==> src/rtl/imm_gen_pipe.sv <==
// imm_gen_pipe: RV32I/RV64I immediate generator with a registered output
// stage and a 2-entry (main + skid) valid/ready buffer.
//   clk, rst             clock, synchronous active-high reset
//   in_valid/in_ready    input handshake; instr, src, in_tag are the payload
//   out_valid/out_ready  output handshake; out_imm, out_tag, out_err are the payload
module imm_gen_pipe #(
    parameter int unsigned XLEN  = 32,
    parameter int unsigned TAG_W = 8
) (
    input  logic             clk,
    input  logic             rst,
    input  logic             in_valid,
    output logic             in_ready,
    input  logic [31:0]      instr,
    input  logic [2:0]       src,
    input  logic [TAG_W-1:0] in_tag,
    output logic             out_valid,
    input  logic             out_ready,
    output logic [XLEN-1:0]  out_imm,
    output logic [TAG_W-1:0] out_tag,
    output logic             out_err
);

    localparam int unsigned IMM_W = 32;

    // Encoding chosen so out_valid and the full flag are plain state bits.
    typedef enum logic [1:0] {
        EMPTY = 2'b00,
        ONE   = 2'b01,
        FULL  = 2'b11
    } state_t;

    state_t state, state_n;

    logic [IMM_W-1:0] imm32;
    logic             err_c;
    logic [XLEN-1:0]  imm_ext;
    logic             in_fire;
    logic             out_fire;
    logic             load_main_in;
    logic             load_main_skid;
    logic             load_skid;

    logic [XLEN-1:0]  skid_imm;
    logic [TAG_W-1:0] skid_tag;
    logic             skid_err;

    // Opcode bits never feed an immediate.
    logic             unused_opcode;
    assign unused_opcode = ^instr[6:0];

    // Immediate extraction, sign-extended to 32 bits (Z stays zero-extended).
    always_comb begin
        imm32 = '0;
        err_c = 1'b0;
        case (src)
            3'b000:  imm32 = {{20{instr[31]}}, instr[31:20]};
            3'b001:  imm32 = {{20{instr[31]}}, instr[31:25], instr[11:7]};
            3'b010:  imm32 = {{19{instr[31]}}, instr[31], instr[7], instr[30:25],
                              instr[11:8], 1'b0};
            3'b011:  imm32 = {{11{instr[31]}}, instr[31], instr[19:12], instr[20],
                              instr[30:21], 1'b0};
            3'b100:  imm32 = {instr[31:12], 12'b0};
            3'b101:  imm32 = {27'b0, instr[19:15]};
            default: err_c = 1'b1;
        endcase
    end

    // Widen to XLEN; bit 31 is already the correct fill for every format.
    generate
        if (XLEN > IMM_W) begin : g_wide
            assign imm_ext = {{(XLEN-IMM_W){imm32[31]}}, imm32};
        end else begin : g_narrow
            assign imm_ext = imm32;
        end
    endgenerate

    // Ready comes from the state register only; rst masks it so nothing is accepted.
    assign in_ready  = ~state[1] & ~rst;
    assign out_valid = state[0];
    assign in_fire   = in_valid & in_ready;
    assign out_fire  = out_valid & out_ready;

    // Occupancy FSM: next state and buffer load enables.
    always_comb begin
        state_n        = state;
        load_main_in   = 1'b0;
        load_main_skid = 1'b0;
        load_skid      = 1'b0;
        case (state)
            EMPTY: begin
                if (in_fire) begin
                    load_main_in = 1'b1;
                    state_n      = ONE;
                end
            end
            ONE: begin
                if (in_fire && out_fire) begin
                    load_main_in = 1'b1;
                end else if (out_fire) begin
                    state_n = EMPTY;
                end else if (in_fire) begin
                    load_skid = 1'b1;
                    state_n   = FULL;
                end
            end
            FULL: begin
                if (out_fire) begin
                    load_main_skid = 1'b1;
                    state_n        = ONE;
                end
            end
            default: state_n = EMPTY;
        endcase
    end

    // State and payload registers; main registers drive the outputs directly.
    always_ff @(posedge clk) begin
        if (rst) begin
            state    <= EMPTY;
            out_imm  <= '0;
            out_tag  <= '0;
            out_err  <= 1'b0;
            skid_imm <= '0;
            skid_tag <= '0;
            skid_err <= 1'b0;
        end else begin
            state <= state_n;
            if (load_main_in) begin
                out_imm <= imm_ext;
                out_tag <= in_tag;
                out_err <= err_c;
            end else if (load_main_skid) begin
                out_imm <= skid_imm;
                out_tag <= skid_tag;
                out_err <= skid_err;
            end
            if (load_skid) begin
                skid_imm <= imm_ext;
                skid_tag <= in_tag;
                skid_err <= err_c;
            end
        end
    end

endmodule

==> config.mk <==
export PLATFORM = sky130hd
export DESIGN_NAME = imm_gen_pipe
export DESIGN_NICKNAME = d
export VERILOG_FILES = /design/src/rtl/imm_gen_pipe.sv
export SDC_FILE = /design/constraint.sdc
export NUM_CORES = 1
export LEC_CHECK = 0
export CAP_MARGIN = 20
export CORE_ASPECT_RATIO = 0.5
export CORE_UTILIZATION = 35
export DETAILED_ROUTE_END_ITERATION = 7
export GPL_TIMING_DRIVEN = 0
export HOLD_SLACK_MARGIN = 0.03
export SYNTH_ARGS = -nofsm -noshare
export SYNTH_HDL_FRONTEND = slang
export SYNTH_SLANG_ARGS = --single-unit
==> constraint.sdc <==
create_clock -name clk -period 2.5 [get_ports clk]
set_clock_uncertainty 0.05 [all_clocks]
set_input_delay 0.25 -clock clk [delete_from_list [all_inputs] [get_ports clk]]
set_output_delay 0.25 -clock clk [all_outputs]
set_load 0.01 [all_outputs]
# --- Word level (Yosys, flattened, before mapping) ---
# Index checks and enable logic that the tools add are counted.
word_totals:
  out_inout_bits: 43
  wordCells: 51
  reg_bits: 84
classes:
  n_reduce_logical: 6
  mux: 22
  bitwise_logic: 5
  eq_ne: 11
op_table:
  columns: ["op", "n"]
  rows:
  - ["$pmux W32 S6", 1]
  - ["$mux W32", 2]
  - ["$mux W8", 2]
  - ["$mux W1", 10]
  - ["$mux W2", 5]
  - ["$eq A3 B2 Y1 const B", 2]
  - ["$eq A3 B3 Y1 const B", 2]
  - ["$ne A2 B2 Y1 const B", 3]
  - ["$pmux W2 S3", 1]
  - ["$reduce_or A6 Y1", 1]
  - ["$reduce_and A4 Y1", 1]
  - ["$and A1 B1 Y1", 3]
  - ["$eq A3 B1 Y1 const B", 1]
  - ["$logic_not A3 Y1", 1]
  - ["$ne A3 B3 Y1 const B", 1]
  - ["$eq A2 B1 Y1 const B", 1]
  - ["$eq A2 B2 Y1 const B", 1]
  - ["$logic_not A2 Y1", 1]
  - ["$not A1 Y1", 2]
  - ["$pmux W1 S2", 1]
  - ["$reduce_bool A2 Y1", 1]
  - ["$logic_and A1 B1 Y1", 1]

# --- Logic depth before layout (Yosys ltp) ---
depth:
  word_depth: 7
  depth_mapped: 8
  ltp_nobuf: 6

# --- Worst setup path after synthesis ---
# OpenSTA, ideal clock, no wires.
synth_path:
  path_kind: "register to register"
  startpoint: "register state[1]"
  endpoint: "register out_imm[17]"
  setup_time_ps: 150
  setup_slack_ps: 716
  arrival_time_ps: 1584
  path_buffers: 2
  period_less_slack_ps: 1784
  path_stages_with_launch: 8
  cell_sequence: "dfxtp_1 inv_1 ha_1 and3_1 o21ai_1 buf_2 buf_2 a221oi_1"
synth_between:
  elab_chain_cells: 7
  word_cells_on_any_way: 13
  classes_between: "eq/ne (2); mux (5); bitwise (3); reduce/logical (3)"
synth_lines:
  columns: ["element", "line", "text"]
  rows:
  - ["from (decl)", "33", "state_t state, state_n;"]
  - ["from (signal assigned)", "128", "state <= state_n;"]
  - ["$not A1 Y1", "79", "assign in_ready = ~state[1] & ~rst;"]
  - ["$and A1 B1 Y1", "79", null]
  - ["$and A1 B1 Y1", "81", "assign in_fire = in_valid & in_ready;"]
  - ["$logic_and A1 B1 Y1", "98", "if (in_fire && out_fire) begin"]
  - ["$mux W1", "98", null]
  - ["$pmux W1 S2", "90", "case (state)"]
  - ["$mux W32 or $reduce_bool A2 Y1 (tied branches)", null, null]
  - ["to (signal assigned)", "130", "out_imm <= imm_ext;"]
  - ["to (signal assigned)", "134", "out_imm <= skid_imm;"]
  - ["to (decl)", "19", "output logic [XLEN-1:0] out_imm,"]
# Several ways; a longest one is shown, not always the timed one.
# A chain may end at the register's enable or synchronous reset.

# --- Worst setup path after layout ---
layout_path:
  startpoint: "register state[1]"
  endpoint: "register out_tag[6]"
layout_between:
  elab_chain_cells: 7
  word_cells_on_any_way: 13
  classes_between: "eq/ne (2); mux (5); bitwise (3); reduce/logical (3)"
layout_lines:
  columns: ["element", "line", "text"]
  rows:
  - ["$not A1 Y1", "79", null]
  - ["$and A1 B1 Y1", "79", null]
  - ["$and A1 B1 Y1", "81", null]
  - ["$logic_and A1 B1 Y1", "98", null]
  - ["$mux W1", "98", null]
  - ["$pmux W1 S2", "90", null]
  - ["$mux W8 or $reduce_bool A2 Y1 (tied branches)", null, null]
  - ["to (signal assigned)", "131", "out_tag <= in_tag;"]
  - ["to (signal assigned)", "135", "out_tag <= skid_tag;"]
  - ["to (decl)", "20", "output logic [TAG_W-1:0] out_tag,"]
# Several ways; a longest one is shown, not always the timed one.

==> metrics.md <==
| Metric | Value |
|---|---|
| Maxcap violations | `0` |
| RSZ-0062 raised after global routing | `no` |
| # rows | `26` |
| Crit path kind | `reg -> reg` |
| Register area share after synthesis | `0.4366` |
| Yosys warning count | `0` |
| R2R Setup Slk | `0.23 ns` |
| Worst R2R Start | `state[1]` |
| Worst hold margin | `0.2490 ns` |
| Dpl ws | `0.1224 ns` |
| Synth Cell Area | `3851 µm²` |
| Core Box Area | `10440 µm²` |
| CP arrival | `2.48 ns` |
| Largest net degree at the start of global routing | `14` |
| Clock period minus worst slack | `2.268 ns` |
| Status | `completed` |
| Setup Viol. Count Final | `0` |
| Tightest Pin Transition | `0.8235 ns` |
| # H-tree levels | `3` |
| Die Area | `11450 µm²` |
| Element type at the critical path start | `flip-flop` |
| Nets | `551` |
| Area Overhead vs Synth | `32.10%` |
| Slew Viols, Final | `0` |
| Initial antenna violation count | `0` |
| PnR worst setup slack | `0.2320 ns` |
| Remaining DRCs | `0` |
| Crit Path Max Fanout | `10` |
| GPL Wtd Cong | `0.8027` |
| Hold Crit Start | `src[1]` |
| Worst setup EP type | `flip-flop` |
| Global-route wire length before repair | `17660 µm` |
| Worst vdd ir | `0.3476 mV` |
| Gr usage total | `0.2036` |
| Hold endpoint | `skid_err` |
| Clock Pin Slew Worst Setup and Hold Paths | `0.06 ns` |
| Hold/Removal Path Class | `in -> reg` |
| Vias | `3338` |
| Slew HR | `0.4510` |
| Vias in the first global route | `3248` |
| Routed WL per cell | `17.09 µm` |
| Final hold violations | `0` |
| Detailed Route WL | `11010 µm` |
| Register-to-Register Path Depth | `7` |
| Routed Antenna Nets | `0` |
| Commonest non-fill, non-tap cell in the layout | `dfxtp_1` |
| Clk sinks | `84` |
| CTS max path bufs | `2` |
| Worst hold path depth | `3` |
| Most frequent cells in the layout | `dfxtp_1, clkdlybuf4s50_1, a211oi_1` |
| Remaining Overflow, GRT | `0` |
| First-pass DRT Iterations | `4` |
| Synth unique cells | `38` |
| Initial cell density of the core | `0.3688` |
| Fmax | `440.9 MHz` |
| Layout cells sized above 1 | `0.1429` |
| N_diodes | `0` |
| Crit path required time | `2.71 ns` |
| Fin util | `0.4872` |
| Post-synth net total | `461` |
| CTS tree | `built` |
| I/O Buffers | `79` |
| DR iter-0 viols | `219` |
| Register bit total from synthesis | `84` |
| Die W | `150.3 µm` |
| HPWL after DPL | `7797 µm` |
| Die H | `76.18 µm` |
| Vias per Instance | `5.183` |
| Num CTS Buffers | `9` |
| Gate Count Post-Synth | `410` |
| Setup TNS | `0 ns` |
| Number of top-level pins | `90` |
| Clock insertion delay at the later pin of the skew report | `0.34 ns` |
| Reg2reg end | `out_tag[6]` |
| Power Density | `817.8 nW/µm²` |
| Syn avg cell area | `9.393 µm²` |
| Fin crit share | `0.9072` |
| Lkg Pwr | `1.987 nW` |
| CTS Root Cell | `clkbuf_16` |
-- worst max-delay path by stage --
stage / from / to / slack, ns / cells after the start
global route: state[1] / out_tag[6] / 0.004 / 7
global placement: src[2] / out_imm[13] / 0.06 / 5
CTS: state[1] / out_imm[7] / 0.16 / 7
detailed placement: src[2] / out_imm[16] / 0.12 / 5
floorplan: state[1] / out_imm[17] / 0.72 / 7
finish: state[1] / out_tag[6] / 0.23 / 7
-- repair_timing --
item	CTS	global route
hold endpoints to repair	0	0
setup buffers	0	0
resized for setup	0	2
hold buffers	0	0
endpoints found under the setup margin	0	3
-- cell families after synthesis --
family,count (synthesis),share of synthesized area
AOI/OAI and AO/OA,116,0.2235
xor gates and xnor gates,1,0.004225
adders and majority gates,4,0.01300
buffers and inverters,38,0.05133
DFF,84,0.4366
muxes,50,0.1335
and+or+nand+nor,117,0.1378
-- state kept, by name, indices dropped and copies added (netlist names) --
signal and cells:
out_err 1, skid_imm 32, skid_tag 8, skid_err 1, out_imm 32, out_tag 8
state 2
-- metrics by stage --
step	power, W	area [µm²]	std cells
global route	0.004396	5087	644
global placement	0.002946	4817	629
detailed placement	0.002952	4817	629
floorplan	0.002391	3851	410
CTS	0.004195	5086	644
finish	0.004161	5087	644
-- layout make-up --
type / count / area, µm²
Inverter: 3 / 11.26
Multi-Input combinational cell: 288 / 1972
Buffer: 35 / 187.7
Sequential cell: 84 / 1682
Tap cell: 140 / 175.2
Clock inverter: 3 / 22.52
Clock buffer: 12 / 246.5
Timing Repair Buffer: 79 / 790.8
Fill cell: 980 / 5355
-- synth_stat cells --
| master | number | area (µm²) |
|---|---|---|
| a21oi_1 | 35 | 175.2 |
| nand2_1 | 44 | 165.2 |
| a21oi_4 | 1 | 16.27 |
| ha_1 | 4 | 50.05 |
| nand3_1 | 4 | 20.02 |
| a21boi_0 | 1 | 7.510 |
| or3b_4 | 1 | 11.26 |
| nor3b_4 | 1 | 18.77 |
| a21bo_2 | 1 | 10.01 |
| mux2i_1 | 39 | 390.4 |
| o21bai_2 | 1 | 11.26 |
| a211o_1 | 1 | 8.760 |
| and2_1 | 1 | 6.260 |
| a2bb2oi_1 | 4 | 35.03 |
| clkbuf_1 | 15 | 56.30 |
| nor2_2 | 11 | 68.82 |
| o21ai_0 | 1 | 5.000 |
| nor2_1 | 44 | 165.2 |
| a221oi_1 | 8 | 70.07 |
| nor2b_1 | 7 | 43.79 |
| inv_1 | 3 | 11.26 |
| o21ai_1 | 1 | 5.000 |
| xor2_2 | 1 | 16.27 |
| buf_1 | 1 | 3.750 |
| dfxtp_1 | 84 | 1682 |
| nor3b_2 | 1 | 12.51 |
| nand2b_1 | 1 | 6.260 |
| and3_1 | 2 | 12.51 |
| buf_6 | 3 | 33.78 |
| a31o_1 | 1 | 8.760 |
| o21a_1 | 1 | 7.510 |
| buf_2 | 11 | 55.05 |
| a211oi_1 | 45 | 337.8 |
| a22oi_1 | 1 | 7.510 |
| buf_4 | 5 | 37.54 |
| a211oi_2 | 10 | 125.1 |
| mux2_2 | 11 | 123.9 |
| a21o_1 | 4 | 30.03 |
-- metal layers --
layer / track usage / up-vias / wire (µm)
met5: 0 / - / 0
met4: 0.06566 / 0 / 99
met3: 0.04551 / 9 / 847
met2: 0.2945 / 93 / 4820
met1: 0.2953 / 1579 / 5240
li1: - / 1657 / -
-- report_power, final --
part / internal (W) / total, W / leakage (nW) / switching (W)
Sequential: 0.00155 / 0.00168 / 0.685 / 0.000133
Combinational: 0.000624 / 0.00124 / 1.17 / 0.000620
Clock: 0.000699 / 0.00124 / 0.133 / 0.000538
-- worst max-delay path: stages, from the launching register on --
cell and delay [ns]:
dfxtp_1 0.47, inv_1 0.12, ha_1 0.21, and3_1 0.21, o21ai_1 0.26, clkbuf_1 0.55, nor2_1 0.08, a211oi_1 0.22
(Power assumes the default switching activity.)
